### config.mk
export PLATFORM = sky130hd
export DESIGN_NAME = mem_port_arbiter
export DESIGN_NICKNAME = d
export VERILOG_FILES = /design/src/rtl/mem_port_arbiter_pkg.sv /design/src/rtl/mem_port_arbiter_access_timer.sv /design/src/rtl/mem_port_arbiter.sv
export SDC_FILE = /design/constraint.sdc
export NUM_CORES = 1
export LEC_CHECK = 0
export CORE_ASPECT_RATIO = 1.4
export CORE_UTILIZATION = 45
export CTS_CLUSTER_SIZE = 24
export DETAILED_ROUTE_END_ITERATION = 6
export GPL_ROUTABILITY_DRIVEN = 1
export PLACE_DENSITY_LB_ADDON = 0.25
export SYNTH_ARGS = -nofsm -noshare
export SYNTH_HDL_FRONTEND = slang
export SYNTH_HIERARCHICAL = 1
export SYNTH_SLANG_ARGS = --single-unit
### constraint.sdc
create_clock -name clk -period 3.5 [get_ports clk]
set_input_delay 0.35 -clock clk [delete_from_list [all_inputs] [get_ports clk]]
set_output_delay 0.35 -clock clk [all_outputs]
set_load 0.02 [all_outputs]
### src/rtl/mem_port_arbiter_pkg.sv
// Shared types and constants for the single-port SRAM arbiter:
// FSM state and access-owner encodings plus the default access latency.
package mem_port_arbiter_pkg;

    localparam int DEFAULT_WAIT_CYCLES = 3;

    typedef enum logic [1:0] {
        IDLE     = 2'd0,
        BUSY_MEM = 2'd1,
        BUSY_IF  = 2'd2,
        RESP     = 2'd3
    } state_e;

    typedef enum logic {
        OWN_IF  = 1'b0,
        OWN_MEM = 1'b1
    } owner_e;

endpackage

### src/rtl/mem_port_arbiter_access_timer.sv
// Loadable down-counter that measures the fixed SRAM access latency;
// done_o flags the last access cycle.
module mem_port_arbiter_access_timer #(
    parameter int WAIT_CYCLES = 3
) (
    input  logic clk,
    input  logic rst,
    input  logic load_i,
    input  logic dec_i,
    output logic done_o
);
    localparam int CNT_W = $clog2(WAIT_CYCLES) + 1;
    localparam logic [CNT_W-1:0] LOAD_VAL = CNT_W'(WAIT_CYCLES - 1);

    logic [CNT_W-1:0] count_q, count_d;

    always_comb begin
        count_d = count_q;
        if (load_i) begin
            count_d = LOAD_VAL;
        end else if (dec_i && (count_q != '0)) begin
            count_d = count_q - 1'b1;
        end
    end

    always_ff @(posedge clk) begin
        if (rst) begin
            count_q <= '0;
        end else begin
            count_q <= count_d;
        end
    end

    assign done_o = (count_q == '0);

endmodule

### src/rtl/mem_port_arbiter.sv
// Serialises instruction fetches and data loads/stores onto one fixed-latency
// SRAM port; data accesses always win, and a flushed fetch completes silently.
module mem_port_arbiter
    import mem_port_arbiter_pkg::*;
#(
    parameter int WAIT_CYCLES = DEFAULT_WAIT_CYCLES,
    parameter int ADDR_W      = 32,
    parameter int DATA_W      = 32
) (
    input  logic              clk,
    input  logic              rst,
    input  logic              if_req,
    input  logic [ADDR_W-1:0] if_addr,
    input  logic              if_flush,
    output logic [DATA_W-1:0] if_rdata,
    output logic              if_ready,
    output logic              if_freeze,
    input  logic              mem_rd_en,
    input  logic              mem_wr_en,
    input  logic [ADDR_W-1:0] mem_addr,
    input  logic [DATA_W-1:0] mem_wdata,
    output logic [DATA_W-1:0] mem_rdata,
    output logic              mem_ready,
    output logic              mem_freeze,
    output logic              sram_en,
    output logic              sram_we,
    output logic [ADDR_W-1:0] sram_addr,
    output logic [DATA_W-1:0] sram_wdata,
    input  logic [DATA_W-1:0] sram_rdata
);
    state_e            state_q, state_d;
    owner_e            owner_q, owner_d;
    logic [ADDR_W-1:0] addr_q, addr_d;
    logic [DATA_W-1:0] wdata_q, wdata_d;
    logic              we_q, we_d;
    logic              cancel_q, cancel_d;
    logic [DATA_W-1:0] if_rdata_q, if_rdata_d;
    logic [DATA_W-1:0] mem_rdata_q, mem_rdata_d;

    logic timer_load, timer_dec, timer_done;
    logic busy;

    mem_port_arbiter_access_timer #(
        .WAIT_CYCLES(WAIT_CYCLES)
    ) u_timer (
        .clk   (clk),
        .rst   (rst),
        .load_i(timer_load),
        .dec_i (timer_dec),
        .done_o(timer_done)
    );

    always_comb begin
        state_d     = state_q;
        owner_d     = owner_q;
        addr_d      = addr_q;
        wdata_d     = wdata_q;
        we_d        = we_q;
        cancel_d    = cancel_q;
        if_rdata_d  = if_rdata_q;
        mem_rdata_d = mem_rdata_q;
        timer_load  = 1'b0;
        timer_dec   = 1'b0;

        unique case (state_q)
            IDLE: begin
                if (mem_rd_en || mem_wr_en) begin
                    // A simultaneous read+write is treated as a plain write.
                    state_d    = BUSY_MEM;
                    owner_d    = OWN_MEM;
                    addr_d     = mem_addr;
                    wdata_d    = mem_wr_en ? mem_wdata : '0;
                    we_d       = mem_wr_en;
                    cancel_d   = 1'b0;
                    timer_load = 1'b1;
                end else if (if_req && !if_flush) begin
                    state_d    = BUSY_IF;
                    owner_d    = OWN_IF;
                    addr_d     = if_addr;
                    wdata_d    = '0;
                    we_d       = 1'b0;
                    cancel_d   = 1'b0;
                    timer_load = 1'b1;
                end
            end
            BUSY_MEM, BUSY_IF: begin
                if ((state_q == BUSY_IF) && if_flush) begin
                    cancel_d = 1'b1;
                end
                if (timer_done) begin
                    state_d = RESP;
                    if ((state_q == BUSY_MEM) && !we_q) begin
                        mem_rdata_d = sram_rdata;
                    end
                    // A flush landing in the final cycle must also block the update.
                    if ((state_q == BUSY_IF) && !(cancel_q || if_flush)) begin
                        if_rdata_d = sram_rdata;
                    end
                end else begin
                    timer_dec = 1'b1;
                end
            end
            RESP: begin
                state_d = IDLE;
            end
            default: begin
                state_d = IDLE;
            end
        endcase
    end

    always_ff @(posedge clk) begin
        if (rst) begin
            state_q     <= IDLE;
            owner_q     <= OWN_IF;
            addr_q      <= '0;
            wdata_q     <= '0;
            we_q        <= 1'b0;
            cancel_q    <= 1'b0;
            if_rdata_q  <= '0;
            mem_rdata_q <= '0;
        end else begin
            state_q     <= state_d;
            owner_q     <= owner_d;
            addr_q      <= addr_d;
            wdata_q     <= wdata_d;
            we_q        <= we_d;
            cancel_q    <= cancel_d;
            if_rdata_q  <= if_rdata_d;
            mem_rdata_q <= mem_rdata_d;
        end
    end

    assign busy       = (state_q == BUSY_MEM) || (state_q == BUSY_IF);
    assign sram_en    = busy;
    assign sram_we    = busy && we_q;
    assign sram_addr  = busy ? addr_q  : '0;
    assign sram_wdata = busy ? wdata_q : '0;

    assign if_ready   = (state_q == RESP) && (owner_q == OWN_IF) && !cancel_q;
    assign mem_ready  = (state_q == RESP) && (owner_q == OWN_MEM);
    assign if_rdata   = if_rdata_q;
    assign mem_rdata  = mem_rdata_q;

    assign if_freeze  = if_req && !if_ready && !if_flush;
    assign mem_freeze = (mem_rd_en || mem_wr_en) && !mem_ready;

endmodule

==> results.yml, run 1 <==
hold_path:
  hold_class: "reg2reg"
  holdPathEnd: "wdata_q[0]$_SDFFE_PP0P_"
  holdCritStartpoint: "wdata_q[0]$_SDFFE_PP0P_"
  hold_depth: 2
clock_tree:
  root_buffer: "clkbuf_16"
  cts_tree: "done"
  cts_resized: 0
  cts_setup_buffers: 0
  clk_pin_slew_ps: 60
  clk_path_buf_depth: 2
  cts.sinks: 136
  cts_inserted_buffers: 17
  hold_buffers: 0
  htree_levels: 4
  worstSkewPairLatency_ps: 410
logic_synthesis:
  synth_cell_types: 37
  syn_inst: 736
  synth.cell_area_um2: 5740
  synth_ff_type: "dfxtp_1"
  yosys_warnings: 6
  synth_most_common_cell: "nand2_1"
  ys_seq_elements: 136
  synth_area_leaders: "dfxtp_1 47%, nand2_1 15%, a21oi_1 8.5%, and2_1 7.2%, a311oi_1 4.7%"
  synth_compound_area_share_pct: 15.0
  muxShareOfSynthArea_pct: 0
  synth_top_family_by_area: "simple AND/OR/NAND/NOR gates"
  yosysTopAreaCell: "dfxtp_1"
  syn-num-nets: 877
  avgSynthCellArea_um2: 7.80
  synthTopCellsByCount: "228 x nand2_1, 136 x dfxtp_1, 98 x a21oi_1, 66 x and2_1, 39 x nor2_1"
  yosysSeqAreaShare_pct: 47.4
  synth-xor-area-share_pct: 0.153
  async_reset_ff_share_pct: 0
  synth_edf_count: 0
  synth_top_area_share_pct: 47.4
  synth-simple-area-share_pct: 29.7
  synth_fa_ha_area_share_pct: 1.53
floorplanning:
  rows: 48
  core_um2: 12400
  pin_count: 268
  dieHeight_um: 136
  start_util_pct: 46.4
  die_x_um: 97.4
  die_area_um2: 13200
status:
  status: "complete, no violations"
grt:
  top_usage_layer: "met2"
  grt_pass1_vias: 5515
  antenna_found_initial: 0
  grt_pass1_wl_um: 26800
  met2_usage_pct: 43.7
  grt-ovfl-total: 0
  use_met3_pct: 8.72
  global_route.usage.met1_pct: 28.2
  grt_max_degree: 87
  grt_use_total_pct: 25.3
critical_path:
  r2r-end: "addr_q[14]$_SDFFE_PP0P_"
  regToRegSetupSlack_ps: 1120
  critPathLaunchType: "flip-flop"
  arrival_ps: 2370
  reg2reg_depth: 9
  path_class: "reg2out"
  cp_top_family: "buffers and inverters"
  cpPeakStageDelay_ps: 630
  crit_path_max_fanout: 48
  critPathBufInv: 3
  cpMaxStageDelayCell: "clkdlybuf4s50_1"
  cp-end-kind: "primary output"
  cp_cell_sequence: "inv_1 -> ha_1 -> buf_4 -> and2_1 -> clkdlybuf4s50_1"
  cp.required_ps: 3150
  r2r-start: "state_q[0]$_SDFFE_PP0P_"
routing:
  drt_wl_total_um: 16800
  ant_nets: 0
  drc: 0
  first_pass_iters: 4
  vias: 5814
  vias_per_cell: 5.12
  wl_per_cell_um: 14.8
  drt-initial-drc-count: 211
timing:
  maxSlewViolCount: 0
  rsz0062_at_grt: "no"
  post-route-period-util_pct: 77.9
  setup-violations-final: 0
  fin_setup_tns_ps: 0
  finalClockSkew_ps: 8.69
  hold_viol: 0
  timing.final.crit_period_ps: 2720
  worst_pin_slew_ps: 907
  slew_headroom_pct: 39.6
  fmax_mhz: 367
power:
  vdd_drop_max_mv: 0.410
  leakage_uw: 0.00329
  power.density_nw_per_um2: 692
placed_design:
  place_congestion: 0.824
  portBuffers: 267
  dp_hpwl_um: 11400
finish:
  fin_util_pct: 73.0
  area_delta_synth_final_pct: 57.3
  nets: 1114
  antenna-diode-count: 0
  fillers: 976
  layout-drive-gt1-share_pct: 5.88
flow_run:
  cap_violations: 0
==> state kept, by name, summed over array words and instances, names as in the netlist <==
| name | cells |
|---|---|
| wdata_q | 32 |
| mem_rdata | 32 |
| we_q | 1 |
| if_rdata | 32 |
| state_q | 2 |
| cancel_q | 1 |
| owner_q | 1 |
| u_timer/count_q | 3 |
| addr_q | 32 |
==> logic make-up (layout without fill, tap and decap cells) <==
logic type	count (synthesis)	after routing
AND/OR/NAND/NOR	381	381
XOR/XNOR	1	1
flip-flops	136	136
buffers and inverters	71	321
AO/OA/AOI/OAI	140	140
adder cells (fa/ha/maj)	7	7
==> worst max-delay path by stage <==
stage	to	depth (start not counted)	slack, ps	startpoint
4_1_cts	sram_addr[25]	5	730	state_q[1]$_SDFFE_PP0P_
3_5_place_dp	addr_q[24]$_SDFFE_PP0P_	8	1080	mem_rd_en
2_1_floorplan	sram_addr[21]	6	1450	state_q[1]$_SDFFE_PP0P_
5_1_grt	sram_addr[25]	5	600	state_q[0]$_SDFFE_PP0P_
6_report	sram_addr[1]	5	780	state_q[1]$_SDFFE_PP0P_
3_3_place_gp	addr_q[23]$_SDFFE_PP0P_	8	1150	mem_rd_en
==> per-stage QoR <==
| step | total power [uW] | cells | setup slack (ps) | area (um^2) | hold slack (ps) |
|---|---|---|---|---|---|
| finish | 6250 | 1136 | 775 | 9030 | 444 |
| global route | 6610 | 1136 | 605 | 9030 | 463 |
| CTS | 6310 | 1136 | 726 | 9030 | 448 |
| detailed placement | 4420 | 1104 | 1080 | 8410 | 440 |
| global placement | 4390 | 1104 | 1150 | 8410 | 433 |
| floorplan | 3520 | 736 | 1450 | 5740 | 419 |
==> layout make-up <==
cell class | count | area (um^2) | share of cell area (%)
Timing Repair Buffer | 281 | 2790 | 30.9
Sequential cell | 136 | 2720 | 30.2
Multi-Input combinational cell | 529 | 2680 | 29.7
Clock buffer | 18 | 429 | 4.75
Clock inverter | 14 | 189 | 2.09
Tap cell | 150 | 188 | 2.08
Inverter | 8 | 30.0 | 0.333
==> metal layers <==
| metal | up-vias | wire, um |
|---|---|---|
| met5 | - | 0 |
| met4 | 0 | 490 |
| met3 | 31 | 1160 |
| met2 | 219 | 8440 |
| met1 | 2661 | 6700 |
| li1 | 2903 | - |
==> cell usage in the layout, fill, tap and decap left out, types with 2 or more instances in the layout <==
master	synthesis	final
a211oi_1	2	2
a21oi_1	98	98
a22oi_1	2	2
a311oi_1	31	31
a311oi_2	2	2
and2_1	66	66
buf_4	1	14
bufinv_16	0	3
clkbuf_16	0	17
clkdlybuf4s50_1	0	266
clkinv_4	0	3
clkinvlp_4	0	2
dfxtp_1	136	136
ha_1	7	7
inv_1	7	7
inv_6	0	4
inv_8	0	2
nand2_1	228	228
nand3_1	34	34
nor2_1	39	38
nor2_2	1	2
nor3_1	3	3
==> power breakdown <==
group	internal [uW]	total (uW)	leakage, uW	switching, uW
Clock	1140	1860	0.000296	722
Sequential	1840	1980	0.00111	142
Combinational	1020	2410	0.00189	1390
==> worst min-delay path, stage by stage (launching register included) <==
cell,delay [ps]
dfxtp_1,300
nand2_1,50
a21oi_1,50
(Power assumes the default switching activity.)
==> inputs of run 2 (changes only) <==
- CORE_UTILIZATION: 45 -> 37
- clock period: 3.5 -> 2.4 ns (I/O delays scaled with it)
==> run 2 against run 1 <==
  * Final area is 0.68% higher
  * Worst setup slack worse by 650 ps
  * Final cell count is 3.9% higher
  * First-iteration DRC count is 44% higher
  * Via count hardly changed
  * Sequential share of layout area is 0.20 points lower
==> results.yml, run 2 (synthesis results as in run 1) <==
floorplanning:
  die_area_um2: 16000
  start_util_pct: 38.0
  die_x_um: 107
  dieHeight_um: 149
  core_um2: 15100
  rows: 53
  pin_count: 268
hold_path:
  hold_class: "in2reg"
  holdCritStartpoint: "rst"
critical_path:
  r2r-start: "u_timer/count_q[0]$_SDFFE_PP0P_"
  cpMaxStageDelayCell: "clkdlybuf4s50_1"
  worstSetupStartpoint: "state_q[1]$_SDFFE_PP0P_"
  cp_cell_sequence: "inv_1 -> ha_4 -> buf_4 -> clkdlybuf4s50_1"
  crit_path_max_fanout: 7
  critPathBufInv: 3
  path_class: "reg2out"
  cp-end-kind: "primary output"
  critPathLaunchType: "flip-flop"
  cpPeakStageDelay_ps: 610
  cp_top_family: "buffers and inverters"
  cp.required_ps: 2160
  arrival_ps: 2030
clock_tree:
  hold_buffers: 0
  cts.sinks: 136
  cts_setup_buffers: 0
  clk_path_buf_depth: 2
  worstSkewPairLatency_ps: 410
  root_buffer: "clkbuf_16"
  cts_tree: "done"
  clk_pin_slew_ps: 60
  cts_inserted_buffers: 17
  htree_levels: 4
grt:
  grt_pass1_wl_um: 27400
  grt-ovfl-total: 0
  grt_max_degree: 69
  antenna_found_initial: 0
  grt_use_total_pct: 21.8
  grt_pass1_vias: 5535
power:
  power.density_nw_per_um2: 1010
  internal_power_uw: 5880
  vdd_drop_max_mv: 0.911
  p_sw_uw: 3330
  leakage_uw: 0.00362
  fin_total_pwr_uw: 9210
  power_frac_clock_pct: 30.2
  comb_power_share_pct: 38.1
  sw_frac_of_total_pct: 36.1
  seqPwrFrac_pct: 31.7
placed_design:
  portBuffers: 267
  pre_cts_ws_ps: 218
  place_congestion: 0.794
  dp_hpwl_um: 11900
timing:
  maxSlewViolCount: 0
  setup-violations-final: 0
  fmax_mhz: 440
  worst_pin_slew_ps: 526
  timing.final.crit_period_ps: 2270
  fin_ws_ps: 128
  hold_viol: 0
  fin_setup_tns_ps: 0
  slew_headroom_pct: 64.9
  finalClockSkew_ps: 11.6
  post-route-period-util_pct: 94.7
  rsz0062_at_grt: "no"
finish:
  area_delta_synth_final_pct: 58.4
  final_common_cell: "nand2_1"
  final_cell_mix: "228 x nand2_1, 201 x clkdlybuf4s50_1, 136 x dfxtp_1"
  antenna-diode-count: 0
  layout-drive-gt1-share_pct: 6.07
  nets: 1116
  fin_util_pct: 60.1
routing:
  first_pass_iters: 5
  drc: 0
  vias_per_cell: 4.93
  ant_nets: 0
  vias: 5812
  wl_per_cell_um: 14.9
  drt-initial-drc-count: 304
  drt_wl_total_um: 17600
status:
  status: "complete, no violations"
flow_run:
  cap_violations: 0
-- run 2: final cells by class --
cell class / instances / area [um^2]
Fill cell: 1424 / 6030
Timing Repair Buffer: 283 / 2780
Sequential cell: 136 / 2720
Multi-Input combinational cell: 529 / 2700
Clock buffer: 19 / 433
Tap cell: 192 / 240
Clock inverter: 13 / 193
Inverter: 8 / 30.0
-- run 2: worst paths after layout --
path / endpoint / slack (ps) / cells after the start
setup / recovery: sram_en / 130 / 4
hold / removal: owner_q$_SDFFE_PP0P_ / 300 / 2
setup reg to reg: if_rdata[26]$_SDFFE_PP0P_ / 390 / 8
hold reg to reg: wdata_q[11]$_SDFFE_PP0P_ / 450 / 2
-- run 2: timing repair --
item	CTS	global route
pin swaps	0	0
cloned	0	1
gates resized for setup	65	1
endpoints found under the hold margin	0	0
endpoints found under the setup margin	65	63
-- run 2: per-stage QoR --
| stage | instances | hold slack, ps | instance area [um^2] |
|---|---|---|---|
| finish | 1180 | 303 | 9090 |
| global route | 1180 | 328 | 9090 |
| CTS | 1179 | 292 | 9060 |
| detailed placement | 1147 | 439 | 8510 |
| global placement | 1147 | 433 | 8510 |
| floorplan | 736 | 309 | 5740 |
-- run 2: layer usage --
layer | share of wire [%] | up-vias | GRT usage [%]
li1 | - | 2898 | -
met1 | 40 | 2678 | 24.3
met2 | 51 | 214 | 39.5
met3 | 6.4 | 22 | 5.24
met4 | 2.0 | 0 | 8.63
met5 | 0 | - | 0
-- run 2: power groups by stage --
stage | sequential (uW) | combinational [uW] | clock, uW
4_1_cts | 2920 | 3400 | 2850
5_1_grt | 2970 | 3840 | 2930
6_report | 2920 | 3510 | 2780
3_3_place_gp | 2960 | 3540 | 0
2_1_floorplan | 2990 | 2140 | 0
3_5_place_dp | 2960 | 3570 | 0
==> inputs of run 3 (changes only) <==
- REMOVE_ABC_BUFFERS: not set -> 1
==> run 3 against run 2 <==
  * Sequential share of layout area rose by 0.079 points
  * Global-route usage down 0.80 points
  * Final cell count about the same
  * Critical endpoint is now sram_addr[29]
  * Clock skew fell by 4.9 ps
  * Highest routed layer unchanged
  * Final area down 0.26%
  * Via count is 1.1% lower
  * Utilization decreased by 0.16 points
  * Combinational power down 5%
  * Clock power shrank 4%
  * Register-to-register slack got worse by 40 ps
  * Worst setup slack improved by 15 ps
==> results.yml, run 3 (synthesis results as in run 1) <==
floorplanning:
  die_x_um: 107
  rows: 53
  pin_count: 268
  start_util_pct: 38.0
  dieHeight_um: 149
  die_area_um2: 16000
  core_um2: 15100
timing:
  setup-violations-final: 0
  worst_pin_slew_ps: 563
  post-route-period-util_pct: 94.0
  rsz0062_at_grt: "no"
  timing.final.crit_period_ps: 2260
  finalClockSkew_ps: 6.71
  fin_setup_tns_ps: 0
  slew_headroom_pct: 62.5
  hold_viol: 0
  maxSlewViolCount: 0
  fmax_mhz: 443
clock_tree:
  htree_levels: 4
  worstSkewPairLatency_ps: 410
  hold_buffers: 0
  clk_path_buf_depth: 2
  root_buffer: "clkbuf_16"
  cts_inserted_buffers: 17
  cts.sinks: 136
  cts_tree: "done"
  clk_pin_slew_ps: 60
finish:
  final_area_um2: 9070
  area_delta_synth_final_pct: 58.0
  fin_util_pct: 60.0
  layout-drive-gt1-share_pct: 6.17
  antenna-diode-count: 0
  final_common_cell: "nand2_1"
  fin_cells: 1181
  final_cell_mix: "228 x nand2_1, 200 x clkdlybuf4s50_1, 136 x dfxtp_1"
  nets: 1117
power:
  fin_total_pwr_uw: 8920
  vdd_drop_max_mv: 0.486
  leakage_uw: 0.00361
  power_frac_clock_pct: 29.9
  comb_power_share_pct: 37.5
  sw_frac_of_total_pct: 36.1
  seqPwrFrac_pct: 32.6
  internal_power_uw: 5700
  power.density_nw_per_um2: 984
  p_sw_uw: 3220
critical_path:
  critPathBufInv: 3
  crit_path_max_fanout: 42
  arrival_ps: 2020
  cpMaxStageDelayCell: "ha_2"
  cp-end-kind: "primary output"
  cpPeakStageDelay_ps: 400
  cp.required_ps: 2160
  critPathLaunchType: "flip-flop"
  path_class: "reg2out"
  cp_top_family: "buffers and inverters"
  cp_cell_sequence: "inv_1 -> ha_2 -> buf_12 -> and2_1 -> dlygate4sd2_1"
placed_design:
  place_congestion: 0.784
  portBuffers: 267
  placed_cell_area_um2: 8540
  dp_hpwl_um: 11500
  dp_cells: 1149
routing:
  ant_nets: 0
  wl_per_cell_um: 14.3
  first_pass_iters: 4
  vias: 5746
  drc: 0
  vias_per_cell: 4.87
  drt-initial-drc-count: 299
  drt_wl_total_um: 16900
grt:
  grt-ovfl-total: 0
  grt_pass1_vias: 5552
  antenna_found_initial: 0
  grt_max_degree: 69
  grt_pass1_wl_um: 26800
  grt_use_total_pct: 21.0
status:
  status: "complete, no violations"
hold_path:
  hold_class: "in2reg"
flow_run:
  cap_violations: 0
run 3: cell types whose count changed in the layout (fill, tap and decap cells not counted):
cell	delta
dlymetal6s2s_1	+1
inv_6	-1
buf_6	+1
buf_12	+1
bufinv_16	-1
clkinv_4	+1
clkdlybuf4s50_1	-1
ha_4	-1
ha_2	+1
clkinvlp_4	+1
clkbuf_16	-1
run 3: path summary, 6_finish.rpt:
path                       startpoint                        end  slack [ps]  cells past startpoint
min                               rst  if_rdata[20]$_SDFFE_PP0P_         310                      2
max           state_q[1]$_SDFFE_PP0P_              sram_addr[29]         140                      5
max reg2reg   state_q[1]$_SDFFE_PP0P_  if_rdata[29]$_SDFFE_PP0P_         350                      7
min reg2reg  wdata_q[26]$_SDFFE_PP0P_   wdata_q[26]$_SDFFE_PP0P_         450                      2
run 3: worst reg2reg max path: stages, from the launching register on:
cell and delay, ps:
dfxtp_1 380, inv_1 100, ha_2 400, nand2_2 110, or4b_1 470, buf_4 260, nand2_1 140, a21oi_1 70
run 3: area by class of cell:
type,instances,area [um^2]
clock buffers,19,433
multi-input cells,529,2690
well taps,192,240
clock inverters,13,170
flip-flops and latches,136,2720
repair buffers,284,2790
inverters,8,30.0
fillers,1419,6050
run 3: metrics by stage:
| stage | worst slack [ps] | hold slack [ps] |
|---|---|---|
| 3_3_place_gp | 333 | 434 |
| 5_1_grt | 24.1 | 322 |
| 4_1_cts | 3.96 | 298 |
| 6_report | 143 | 309 |
| 2_1_floorplan | -980 | 308 |
| 3_5_place_dp | 255 | 441 |
run 3: what timing repair did:
| action | CTS | global route |
|---|---|---|
| pin swaps | 0 | 0 |
| endpoints found under the setup margin | 66 | 1 |
| resized for setup | 66 | 1 |
| buffers inserted | 0 | 0 |
run 3: layer usage:
layer  track usage, %  part of all wire (%)  vias up
li1                 -                     -     2908
met4             9.79                   2.4        0
met1             23.7                    41     2625
met2             36.5                    50      188
met5                0                     0        -
met3             5.72                   7.1       25
run 3: power groups by stage:
stage               clock [uW]  combinational [uW]  sequential (uW)
CTS                       2730                3390             2910
global route              2840                3690             2960
global placement             0                3520             2950
detailed placement           0                3550             2960
finish                    2670                3350             2910
floorplan                    0                1840             2990
